--- config.mk ---
export PLATFORM = sky130hd
export DESIGN_NAME = reg_piso_tx
export DESIGN_NICKNAME = d
export VERILOG_FILES = /design/src/rtl/reg_tx_pkg.sv /design/src/rtl/bit_tick_gen.sv /design/src/rtl/reg_piso_tx.sv
export SDC_FILE = /design/constraint.sdc
export NUM_CORES = 1
export LEC_CHECK = 0
export ABC_AREA = 1
export CAP_MARGIN = 30
export CORE_ASPECT_RATIO = 1.2
export CORE_MARGIN = 4
export CORE_UTILIZATION = 48
export CTS_CLUSTER_DIAMETER = 30
export CTS_CLUSTER_SIZE = 12
export DETAILED_ROUTE_END_ITERATION = 16
export PLACE_DENSITY = 0.73
export SYNTH_ARGS = -nofsm -noshare
export SYNTH_HDL_FRONTEND = slang
export SYNTH_SLANG_ARGS = --single-unit
--- constraint.sdc ---
create_clock -name Clock -period 1.3 [get_ports Clock]
set_input_delay 0.26 -clock Clock [delete_from_list [all_inputs] [get_ports Clock]]
set_output_delay 0.26 -clock Clock [all_outputs]
set_load 0.1 [all_outputs]
--- src/rtl/reg_tx_pkg.sv ---
// Shared definitions for the register-datapath serial link.
// The receiver imports the same package, so line levels and the
// parity convention live here rather than in either end.
package reg_tx_pkg;

   // Frame sequencer states, 3-bit encoded
   typedef enum logic [2:0] {
      IDLE   = 3'd0,
      START  = 3'd1,
      DATA   = 3'd2,
      PARITY = 3'd3,
      STOP   = 3'd4
   } tx_state_t;

   // Line level while nothing is being sent
   localparam logic IDLE_LEVEL  = 1'b1;

   // Line level of the start bit that opens every frame
   localparam logic START_LEVEL = 1'b0;

   // Line level of the stop bit that closes every frame
   localparam logic STOP_LEVEL  = 1'b1;

   // Even parity: the parity bit is the XOR of the data bits, so the
   // data plus parity always hold an even number of ones. The seed is
   // XORed in so an odd-parity link would only need this one constant.
   localparam logic PARITY_SEED = 1'b0;

endpackage

--- src/rtl/bit_tick_gen.sv ---
// Bit-period divider for the serial transmitter.
// Counts clocks 0..DIV-1 while enabled and flags the last clock of each
// bit period, so the frame sequencer knows when to advance.
module bit_tick_gen #(
   parameter int DIV = 4
) (
   input  logic Clock,
   input  logic Reset,
   input  logic rearm,
   input  logic enable,
   output logic tick
);

   // DIV=1 would give a zero-width counter, so keep at least one bit
   localparam int CNT_W = (DIV > 1) ? $clog2(DIV) : 1;
   localparam logic [CNT_W-1:0] LAST_CNT = CNT_W'(DIV - 1);

   logic [CNT_W-1:0] div_cnt;

   // Divider counter: restarts on every new frame so the start bit gets a full period
   always_ff @(negedge Clock or negedge Reset) begin
      if (!Reset) begin
         div_cnt <= '0;
      end else if (rearm) begin
         div_cnt <= '0;
      end else if (enable) begin
         if (div_cnt == LAST_CNT) begin
            div_cnt <= '0;
         end else begin
            div_cnt <= div_cnt + CNT_W'(1);
         end
      end
   end

   assign tick = enable && (div_cnt == LAST_CNT);

endmodule

--- src/rtl/reg_piso_tx.sv ---
// Parallel-in, serial-out frame transmitter.
// Accepts a word over a valid/ready handshake and sends it as
// start bit, data LSB first, optional even parity, stop bit,
// each bit held for DIV clocks. All state moves on the falling edge.
module reg_piso_tx
   import reg_tx_pkg::*;
#(
   parameter int WIDTH     = 4,
   parameter int DIV       = 4,
   parameter int PARITY_EN = 1
) (
   input  logic             Clock,
   input  logic             Reset,
   input  logic [WIDTH-1:0] Reg_In,
   input  logic             Load_Valid,
   output logic             Load_Ready,
   output logic             Ser_Out,
   output logic             Busy,
   output logic             Done
);

   localparam int CNT_W = $clog2(WIDTH + 1);
   localparam logic [CNT_W-1:0] LAST_BIT = CNT_W'(WIDTH - 1);

   tx_state_t        state, state_n;
   logic [WIDTH-1:0] shreg, shreg_n;
   logic [CNT_W-1:0] bit_cnt, bit_cnt_n;
   logic             parity_q, parity_n;
   logic             ser_n, busy_n, ready_n, done_n;
   logic             accept;
   logic             tick;

   bit_tick_gen #(
      .DIV (DIV)
   ) u_tick (
      .Clock  (Clock),
      .Reset  (Reset),
      .rearm  (accept),
      .enable (Busy),
      .tick   (tick)
   );

   // Next-state logic: sequence the frame and precompute registered outputs
   always_comb begin
      state_n   = state;
      shreg_n   = shreg;
      bit_cnt_n = bit_cnt;
      parity_n  = parity_q;
      accept    = 1'b0;
      done_n    = 1'b0;
      ser_n     = IDLE_LEVEL;
      busy_n    = 1'b0;
      ready_n   = 1'b1;

      case (state)
         IDLE: begin
            if (Load_Valid && Load_Ready) begin
               accept    = 1'b1;
               shreg_n   = Reg_In;
               parity_n  = PARITY_SEED ^ (^Reg_In);
               bit_cnt_n = '0;
               state_n   = START;
            end
         end
         START: begin
            if (tick) begin
               state_n = DATA;
            end
         end
         DATA: begin
            if (tick) begin
               shreg_n   = shreg >> 1;
               bit_cnt_n = bit_cnt + CNT_W'(1);
               if (bit_cnt == LAST_BIT) begin
                  bit_cnt_n = '0;
                  state_n   = (PARITY_EN != 0) ? PARITY : STOP;
               end
            end
         end
         PARITY: begin
            if (tick) begin
               state_n = STOP;
            end
         end
         STOP: begin
            if (tick) begin
               state_n = IDLE;
               done_n  = 1'b1;
            end
         end
         default: begin
            state_n = IDLE;
         end
      endcase

      case (state_n)
         IDLE:    ser_n = IDLE_LEVEL;
         START:   ser_n = START_LEVEL;
         DATA:    ser_n = shreg_n[0];
         PARITY:  ser_n = parity_n;
         STOP:    ser_n = STOP_LEVEL;
         default: ser_n = IDLE_LEVEL;
      endcase

      busy_n  = (state_n != IDLE);
      ready_n = (state_n == IDLE);
   end

   // State and output registers: reset forces an idle line at once, discarding any frame
   always_ff @(negedge Clock or negedge Reset) begin
      if (!Reset) begin
         state      <= IDLE;
         shreg      <= '0;
         bit_cnt    <= '0;
         parity_q   <= 1'b0;
         Ser_Out    <= IDLE_LEVEL;
         Busy       <= 1'b0;
         Load_Ready <= 1'b1;
         Done       <= 1'b0;
      end else begin
         state      <= state_n;
         shreg      <= shreg_n;
         bit_cnt    <= bit_cnt_n;
         parity_q   <= parity_n;
         Ser_Out    <= ser_n;
         Busy       <= busy_n;
         Load_Ready <= ready_n;
         Done       <= done_n;
      end
   end

endmodule

==> summary.md <==
| Metric | Value |
|---|---|
| CP delay by family, top | flip-flops |
| Synth warnings | 0 |
| Share of layout cells above drive strength 1 | 0.503 |
| DRT Pass-1 Iters | 4 |
| Hold Crit Start | parity_q$_DFF_NN0_ |
| Avg Cell Area, Syn | between 7 and 8 um^2 |
| Dominant cell type by area after synthesis | dfrtn_1 |
| Area grow syn2layout | 64.0% |
| Post-synth EDFFs | 0 |
| PwrDens | 2570 nW/um^2 |
| CTS tree | done |
| WP buf/inv | 1 |
| Post-DR vias/cell | 5.28 |
| Fillers | between 90 and 100 |
| CP max stage delay | 0.64 ns |
| DRC viols | 0 |
| R2r setup slk | -0.24 ns |
| Critical-path cell list | buf_12 |
| # diodes | 0 |
| Worst vdd ir | 0.00234 V |
| Clk sinks | 17 |
| Fin. Hold Viols | 0 |
| Register area | approximately 440 um^2 |
| Antenna Nets Post-Route | 0 |
| Largest net degree at the start of global routing | 11 |
| Clock latency on the worst-skew pair | 0.36 ns |
| Max Cap Violations | 0 |
| Crit end category | primary output |
| Worst path arrival time | 1.82 ns |
| Average wire per standard cell | 15.6 um |
| I/O pin count | 11 |
| Core area | 1850 um^2 |
| Setup crit start kind | flip-flop |
| Hold crit path type | reg -> reg |
| WHS Path Cells | 2 |
| Die area | roughly 2700 um^2 |
| Design Area, Final | 1540 um^2 |
| Worst Skew | 0.0678 ns |
| Starting Density | 0.506 |
| Synth top area cells | dfrtn_1 (40%), nand2_1 (12%), inv_1 (8.0%) |
| Die H | 56.4 um |
| Global-route wire length before repair | around 4.2 mm |
| Failing checks | negative setup slack |
| CTS clk-pin slew, worst paths | 0.07 ns |
| CTS Buffer Depth | 2 |
| Post-DP HPWL | about 1.7 mm |
| Synthesized Nets | 126 |
| Main synth FF type | dfrtn_1 |
| Crit Path Max Fanout | 2 |
| Sequential element share of the synthesized area | 0.457 |
| Grt ovf | 0 |
| Row cnt | 17 |
| Non-filler cells, final | 174 |
| CP Class | reg -> out |
| DIE WIDTH | roughly 48 um |
| Synth async-reset ratio | 1.00 |
| Slew @ Worst Pin | roughly 0.25 ns |
| Slew Limit Fails | 0 |
| Post-synth top cells | nand2_1 (31), inv_1 (20), dfrtn_1 (15), nand3_1 (11), nor2_1 (9) |
| Status | finished with violations |
| Fin util | 0.830 |
| DRT iter0 DRCs | 18 |
| Reg2reg start | Busy$_DFF_NN0_ |
| Post-synth design cell area | around 940 um^2 |
| Final Worst Setup Slack | -0.780 ns |
| Port-buffer cells | 10 |
| Critical Path Start | Load_Ready$_DFF_NN1_ |
| Area occupied by multi-input gates | 558 um^2 |
| Total power | 3950 uW |
| Leakage | 0.000775 uW |
| Critical Path RT | 1.04 ns |
| Top-count cell post-synth | nand2_1 |
| Synth top area share | 0.401 |
| Unrepaired setup endpoints after global routing | yes |
| Post-synthesis cell count | 117 |
| Headroom to the max-slew limit | 0.835 |
| Final GP Congestion | between 0.8 and 0.9 |
| R2r endpoint | Busy$_DFF_NN0_ |
| Via count | 918 |
| Final layout net count | 165 |
| Clock buffer count from CTS | 3 |
| Inst Count DP | around 170 |
| Synth unique cells | 22 |
| Placed standard-cell area | 1310 um^2 |
| Worst Hold Path EP | parity_q$_DFF_NN0_ |
| Root buf cell | clkbuf_4 |
| Final WL | around 2.7 mm |
| Worst reg2reg path depth | 9 |
| #FFs+latches synth | 17 |
| Final Setup Violations | 18 |
| Vias in the first global route | 910 |
| Initial antenna violation count | 0 |
| Total track usage | 0.196 |
| H-Tree Depth | 1 |
| Worst path slowest cell | dfstp_4 |
[metrics by stage]
step	setup TNS (ns)	worst slack (ns)	hold slack [ns]
after floorplan	-9.30	-0.668	0.394
after global placement	-14.35	-0.935	0.408
after detailed placement	-14.87	-0.963	0.426
after CTS	-4.43	-0.776	0.433
after global routing	-5.71	-0.813	0.462
final	-4.84	-0.780	0.438
[where the power goes]
group | switching (uW) | internal (uW)
clock network | 196 | 320
logic | 1390 | 1020
registers | 220 | 799
[flip-flops by register name (all words and copies together) (netlist names)]
register,cells
shreg,4
bit_cnt,3
state,3
u_tick.div_cnt,2
Busy,1
Done,1
Load_Ready,1
Ser_Out,1
parity_q,1
[worst register-to-register path, stage by stage (launching register included)]
cell	delay, ns
dfrtn_1	0.50
buf_6	0.12
buf_6	0.12
nand2_8	0.08
nor2_4	0.13
nor2_1	0.05
nand3_1	0.13
nand2_2	0.11
nor2_4	0.12
inv_2	0.04
[cells in the final DEF (no fill, tap or decap), drive strengths merged, types with 2 or more instances in the layout]
cell,count
dlygate4sd2,3
nor3,3
ha,2
nor2,14
dfrtn,15
buf,29
nand3,13
nand2,35
a21oi,2
dfstp,2
inv,23
clkbuf,3
o211ai,2
o21ai,3
[what timing repair did]
action / in CTS / in global routing
resized for setup: 24 / 24
setup buffers: 3 / 2
hold buffers: 0 / 0
endpoints found under the setup margin: 18 / 19
pin swaps: 7 / 12
[layout make-up]
class	count	area share
Clock buffer	3	0.0147
Sequential cell	17	0.284
Multi-Input combinational cell	77	0.363
Clock inverter	3	0.0244
Tap cell	19	0.0155
Inverter	21	0.0562
Timing Repair Buffer	34	0.242
[metal layers]
layer  track usage  vias to the layer above  part of all wire
li1              -                      445                 -
met1         0.226                      440              0.39
met2         0.343                       27              0.55
met3        0.0398                        6             0.038
met4        0.0830                        0             0.019
met5             0                        -                 0
[cells by family (layout without fill, tap and decap cells)]
kind of cell / after synthesis / in the layout / share of synthesized area
and+or+nand+nor: 65 / 65 / 0.354
AOI/OAI and AO/OA: 10 / 10 / 0.0655
buffers and inverters: 23 / 61 / 0.0963
DFF: 17 / 17 / 0.457
adders and majority gates: 2 / 2 / 0.0267
[how the worst max path moves through the flow]
stage / to / slack [ns] / cells after the start
detailed placement: Busy$_DFF_NN0_ / -0.96 / 9
global placement: Busy$_DFF_NN0_ / -0.94 / 9
floorplan: Busy / -0.67 / 0
CTS: Load_Ready / -0.78 / 1
finish: Load_Ready / -0.78 / 1
global route: Ser_Out / -0.81 / 1
Note: power is estimated with default switching activity, not from simulation.
